## config.mk

```make
export PLATFORM = sky130hd
export DESIGN_NAME = fetch_buffer
export DESIGN_NICKNAME = d
export VERILOG_FILES = /design/src/rtl/tartaruga_pkg.sv /design/src/rtl/fetch_buffer.sv
export SDC_FILE = /design/constraint.sdc
export NUM_CORES = 1
export LEC_CHECK = 0
export ABC_AREA = 1
export CORE_ASPECT_RATIO = 0.5
export CORE_MARGIN = 2
export CORE_UTILIZATION = 60
export CTS_CLUSTER_SIZE = 14
export DETAILED_ROUTE_END_ITERATION = 10
export GPL_ROUTABILITY_DRIVEN = 0
export PLACE_DENSITY = 0.9
export REMOVE_ABC_BUFFERS = 1
export SETUP_SLACK_MARGIN = 0.15
export SLEW_MARGIN = 20
export SYNTH_ARGS = -nofsm -noshare
export SYNTH_HDL_FRONTEND = slang
export SYNTH_SLANG_ARGS = --single-unit
```

## constraint.sdc

```tcl
create_clock -name clk_i -period 3.3 [get_ports clk_i]
set_input_delay 0.66 -clock clk_i [delete_from_list [all_inputs] [get_ports clk_i]]
set_output_delay 0.66 -clock clk_i [all_outputs]
set_load 0.02 [all_outputs]
```

## src/rtl/tartaruga_pkg.sv

```systemverilog
// Shared types for the tartaruga core pipeline.
// Fetch buffer entry layout and default depth.
package tartaruga_pkg;

  typedef logic [31:0] bus32_t;
  typedef logic [31:0] instruction_t;

  typedef struct packed {
    bus32_t       pc;
    instruction_t instr;
  } fetch_entry_t;

  localparam int unsigned FETCH_BUF_DEPTH = 4;

endpackage

```

## src/rtl/fetch_buffer.sv

```systemverilog
// Instruction FIFO between fetch and decode. No bypass in either direction.
// Flush (taken branch) empties the buffer and wins over push and pop.
module fetch_buffer
  import tartaruga_pkg::*;
#(
  parameter int unsigned DEPTH = FETCH_BUF_DEPTH
) (
  input  logic                     clk_i,
  input  logic                     rstn_i,
  input  logic                     flush_i,
  input  logic                     valid_i,
  input  bus32_t                   pc_i,
  input  instruction_t             instr_i,
  output logic                     ready_o,
  output logic                     valid_o,
  output bus32_t                   pc_o,
  output instruction_t             instr_o,
  input  logic                     ready_i,
  output logic [$clog2(DEPTH):0]   count_o
);

  localparam int unsigned PW = $clog2(DEPTH);
  localparam int unsigned CW = PW + 1;
  localparam logic [CW-1:0] FULL_COUNT = CW'(DEPTH);

  fetch_entry_t    mem [DEPTH];
  logic [PW-1:0]   wr_ptr;
  logic [PW-1:0]   rd_ptr;
  logic [CW-1:0]   count;
  logic            push;
  logic            pop;

  // Handshakes look only at registered occupancy, so nothing passes straight through.
  assign ready_o = (count != FULL_COUNT);
  assign valid_o = (count != '0) & ~flush_i;
  assign push    = valid_i & ready_o & ~flush_i;
  assign pop     = valid_o & ready_i;

  assign pc_o    = mem[rd_ptr].pc;
  assign instr_o = mem[rd_ptr].instr;
  assign count_o = count;

  always_ff @(posedge clk_i or negedge rstn_i) begin
    if (!rstn_i) begin
      wr_ptr <= '0;
      rd_ptr <= '0;
      count  <= '0;
      for (int i = 0; i < int'(DEPTH); i++) begin
        mem[i] <= '0;
      end
    end else if (flush_i) begin
      wr_ptr <= '0;
      rd_ptr <= '0;
      count  <= '0;
    end else begin
      if (push) begin
        mem[wr_ptr] <= '{pc: pc_i, instr: instr_i};
        wr_ptr      <= wr_ptr + PW'(1);
      end
      if (pop) begin
        rd_ptr <= rd_ptr + PW'(1);
      end
      case ({push, pop})
        2'b10:   count <= count + CW'(1);
        2'b01:   count <= count - CW'(1);
        default: count <= count;
      endcase
    end
  end

endmodule
```

### Word-level counts from Yosys, hierarchy flattened

Cells that the tools add are included.
W data, S select, Z words.

| operators by class | value |
|---|---|
| add/sub/neg operators | 4 |
| order comparisons | 3 |
| equality and inequality tests | 3 |
| mux-type cells | 12 |
| bitwise operators | 7 |
| reduce and logical (&&, ||, !) cells | 6 |

Operator list:

| operator | number |
|---|---|
| $bwmux W256 | 1 |
| $mux W64 | 3 |
| $bmux W64 S2 | 1 |
| $demux W64 S2 | 1 |
| $mux W2 | 4 |
| $ge A3 B3 Y1 const B | 2 |
| $not A2 Y3 | 2 |
| $pmux W3 S2 | 1 |
| $reduce_bool A3 Y1 | 2 |
| $add A2 B1 Y2 const B | 2 |
| $and A1 B1 Y1 | 4 |
| $reduce_bool A2 Y1 | 2 |
| $add A3 B1 Y3 const B | 1 |
| $lt A3 B1 Y1 const B | 1 |
| $mux W3 | 1 |
| $ne A3 B3 Y1 const B | 1 |
| $sub A3 B1 Y3 const B | 1 |
| $eq A2 B1 Y1 const B | 1 |
| $eq A2 B2 Y1 const B | 1 |
| $reduce_and A2 Y1 | 1 |
| $logic_and A1 B1 Y1 | 1 |
| $not A1 Y1 | 1 |

| storage, ports and cells | value |
|---|---|
| bits in registers | 263 |
| bits of input ports | 69 |
| output and inout bits | 69 |
| logic and storage cells | 46 |

### Logic depth before layout (Yosys ltp)

| logic depth | value |
|---|---|
| depth in word-level cells | 6 |
| mapped depth | 12 |
| mapped depth without buffers | 12 |

### Worst setup path after synthesis

OpenSTA, ideal clock, no wires.

| path | value |
|---|---|
| path type | reg2out |
| start point | register rd_ptr[0] |
| end point | output instr_o[15] |
| arrival time | 1,456 ps |
| data required time | 2,640 ps |
| setup slack | 1,184 ps |
| stages on the path, launching flop included | 7 |
| path buffers | 3 |
| cell sequence | dfrtp_1 -> buf_4 -> inv_1 -> buf_2 -> clkbuf_1 -> o21ai_0 -> o22ai_1 |

| between the ends | value |
|---|---|
| cells in the longest elaborated chain, start to end | 4 |

Ends and longest elaborated chain:

| item | line | RTL |
|---|---|---|
| from (decl) | fetch_buffer.sv:28 | `logic [PW-1:0] rd_ptr;` |
| from (signal assigned) | fetch_buffer.sv:61 | `rd_ptr <= rd_ptr + PW'(1);` |
| $not A2 Y3 (implied by the code) | fetch_buffer.sv:40 | `assign instr_o = mem[rd_ptr].instr;` |
| $bmux W64 S2 | fetch_buffer.sv:40 |  |
| $mux W64 (implied by the code) (2 in a row) | fetch_buffer.sv:40 |  |
| to (decl) | fetch_buffer.sv:17 | `output instruction_t instr_o,` |

No other way between the ends. The select of a mux whose other input is x is not followed.

### Final worst setup path

| path | value |
|---|---|
| start point | register rd_ptr[1] |
| end point | output instr_o[0] |

The elaborated chain is that of the path after synthesis.

==> flow_metrics.py <==
metrics = {
    "cts": {
        "cts_root_buffer": "clkbuf_16",
        "numCtsBuffers": 23,
        "clock_path_buffers": 3,
        "clkTransAtPathRegs_ns": 0.06,
        "htreeDepth": 1,
        "clk_latency_ns": 0.50,
        "postCtsSetupBuffers": 0,
        "clkSinkCount": 263,
        "cts_tree": "built",
    },
    "placed_design": {
        "pre_cts_slack_ns": 0.5034,
        "postPlaceCellArea_um2": 12940,
        "io_buffer_count": 137,
        "hpwl_um": 17040,
    },
    "layout": {
        "diodes": 0,
        "stdcell_area_um2": 13710,
        "multi_input_area_um2": 4060,
        "fillers": 1294,
        "syn_to_final_growth_pct": 20.23,
        "regArea_um2": 6586,
        "nNetsFinal": 1469,
        "drive_gt1_share_pct": 4.264,
    },
    "sta": {
        "hold_violations": 0,
        "finalCritPeriodShare_pct": 94.78,
        "finalSetupViolations": 0,
        "finClkSkew_ns": 0.004729,
        "tns_ns": 0,
        "slew_viol_final": 0,
        "rsz0062_at_grt": "yes",
        "max_freq_mhz": 319.7,
        "worst_slew_pin_slew_ns": 0.7745,
        "layout_min_cycle_time_ns": 3.128,
        "slew_headroom_pct": 48.37,
        "setup_ws_ns": 0.1723,
    },
    "critical_path": {
        "end_kind": "output pin",
        "cp_top_family": "buffers and inverters",
        "rr_worst_depth": 8,
        "startpoint_type": "flip-flop",
        "critPathMaxStageDelay_ns": 0.66,
        "cp_max_fo": 24,
        "crit_cells": 5,
        "crit_type": "flip-flop to output pin",
        "cp.required_ns": 2.64,
        "crit_chain": "inv_2 -> buf_12 -> o21ai_0 -> o22ai_1 -> clkdlybuf4s50_1",
        "critPathArrivalTime_ns": 2.47,
        "worst-path-buf-inv": 3,
        "slowest_stage": "clkdlybuf4s50_1",
    },
    "synth": {
        "yosysSeqAreaShare_pct": 57.72,
        "ys_types": 24,
        "avgSynthCellArea_um2": 8.717,
        "yosys.area.top_type": "dfrtp_1",
        "ys_ff_latch": 263,
        "syn_inst": 1308,
        "yosysWarnings": 0,
        "syn_area_um2": 11400,
        "synth_top_area_share_pct": 57.72,
        "synthTopCellsByArea": "dfrtp_1 58%, o21ai_1 11%, nand2_1 9.0%, o21ai_0 5.8%, nor2_1 4.2%",
    },
    "power": {
        "swShare_pct": 38.59,
        "vdd_drop_max_uv": 559.8,
        "p_comb_share_pct": 42.7,
        "power.density_nw_per_um2": 996.7,
        "p_leak_uw": 0.006778,
        "p_int_uw": 8391,
        "power_switching_uw": 5273,
        "pwr-share-clk_pct": 17.8,
        "p_seq_share_pct": 39.5,
    },
    "routing": {
        "drt_first_pass_iters": 6,
        "vias_per_cell": 5.898,
        "routed_wl_um": 29460,
        "drc": 0,
        "wire_per_inst_um": 17.68,
        "drtIter0Drc": 786,
        "drtAntennaViolNets": 0,
        "dr_total_vias": 9826,
    },
    "die": {
        "die_x_um": 199.0,
        "dieHeight_um": 101.5,
        "die-area_um2": 20190,
        "start_util_pct": 61.55,
        "rows": 35,
        "core_area_um2": 18520,
        "ioPinCount": 138,
    },
    "global_routing": {
        "grt_usage_pct": 29.76,
        "grt_pass1_wl_um": 48070,
        "overflow": 0,
        "grt_pass1_vias": 9891,
        "antenna_found_initial": 0,
        "grt_max_degree": 101,
    },
    "min_path": {
        "hp-class": "primary input to asynchronous set/reset pin",
    },
    "flow_run": {
        "maxCapViolations": 0,
    },
    "status": {
        "outcome": "finished clean",
    },
}
[synth_stat cells, drive strengths merged]
cell / instances
o31ai: 1
nor2: 130
clkbuf: 31
dfrtp: 263
a31oi: 1
clkinv: 1
fa: 1
buf: 66
a21oi: 2
nand3: 3
o22ai: 64
o21ai: 388
nand4: 1
inv: 72
xnor2: 1
ha: 4
nand2: 279
[cells by family (layout without fill, tap and decap cells)]
kind of cell | count (synthesis) | after routing | share of synthesized area, %
AO/OA/AOI/OAI | 456 | 456 | 20.75
XOR/XNOR | 1 | 1 | 0.07683
flip-flops | 263 | 263 | 57.72
buffers and inverters | 170 | 269 | 6.847
AND/OR/NAND/NOR | 413 | 413 | 13.99
adder cells (fa/ha/maj) | 5 | 5 | 0.6145
[cell type report]
cell class | instances | area share, %
clock buffer | 36 | 4.627
clock inverter | 1 | 0.03651
inverter | 73 | 2.053
multi-input combinational | 875 | 29.62
sequential | 263 | 48.04
tap | 259 | 2.364
timing repair buffer | 159 | 13.26
[flip-flops by register name (all words and copies together) (netlist names)]
name / flops
wr_ptr: 2
rd_ptr: 2
mem: 256
count_o: 3
[cells in the final DEF, fill, tap and decap left out, types with 2 or more instances in the layout]
cell             instances
dfrtp_1                261
nand3_1                  3
clkbuf_1                12
nand2_1                273
dlymetal6s2s_1          29
clkbuf_16               23
o21ai_0                131
ha_1                     4
buf_4                    6
clkbuf_8                 2
o21ai_1                257
nor2_1                 128
inv_1                   71
clkdlybuf4s50_1        106
a21oi_1                  2
o22ai_1                 64
nand2_4                  5
buf_12                  12
[final timing paths]
path	slack (ns)	start	endpoint
min in group clk_i	0.49	mem[96]$_DFFE_PN0P_	mem[96]$_DFFE_PN0P_
hold / removal	0.19	rstn_i	mem[173]$_DFFE_PN0P_
setup reg to reg	1.31	count_o[1]$_DFFE_PN0P_	mem[23]$_DFFE_PN0P_
hold reg to reg	0.49	mem[96]$_DFFE_PN0P_	mem[96]$_DFFE_PN0P_
max in group asynchronous	2.16	rstn_i	mem[93]$_DFFE_PN0P_
setup / recovery	0.17	rd_ptr[1]$_DFFE_PN0P_	instr_o[0]
[timing repair]
action,4_1_cts,5_1_grt
gates resized for setup,6,30
hold buffers,0,0
pin swaps,0,0
setup endpoints to repair,45,31
cloned,1,0
[power by group through the flow]
stage | Clock (µW) | Combinational [µW] | Sequential, µW
4_1_cts | 2440 | 5900 | 5380
5_1_grt | 2560 | 6370 | 5550
6_report | 2430 | 5830 | 5400
3_5_place_dp | 0 | 5750 | 5390
2_1_floorplan | 0 | 3280 | 5330
3_3_place_gp | 0 | 5540 | 5320
[through the flow]
| step | cells | hold slack (ns) | total power, µW | utilization [%] |
|---|---|---|---|---|
| finish | 1666 | 0.1859 | 13660 | 74.01 |
| floorplan | 1211 | 0.3644 | 8608 | - |
| global placement | 1628 | 0.4656 | 10860 | 69.88 |
| CTS | 1666 | 0.2294 | 13710 | 73.60 |
| detailed placement | 1628 | 0.4727 | 11140 | 69.88 |
| global route | 1666 | 0.2673 | 14490 | 74.01 |
[layer usage]
layer / vias up / share of wire, % / global-route usage, %
met5: - / 0 / 0
met1: 4792 / 42 / 40.43
li1: 4529 / - / -
met3: 63 / 6.8 / 3.463
met2: 442 / 49 / 50.59
met4: 0 / 2.5 / 10.96
(Power assumes the default switching activity.)
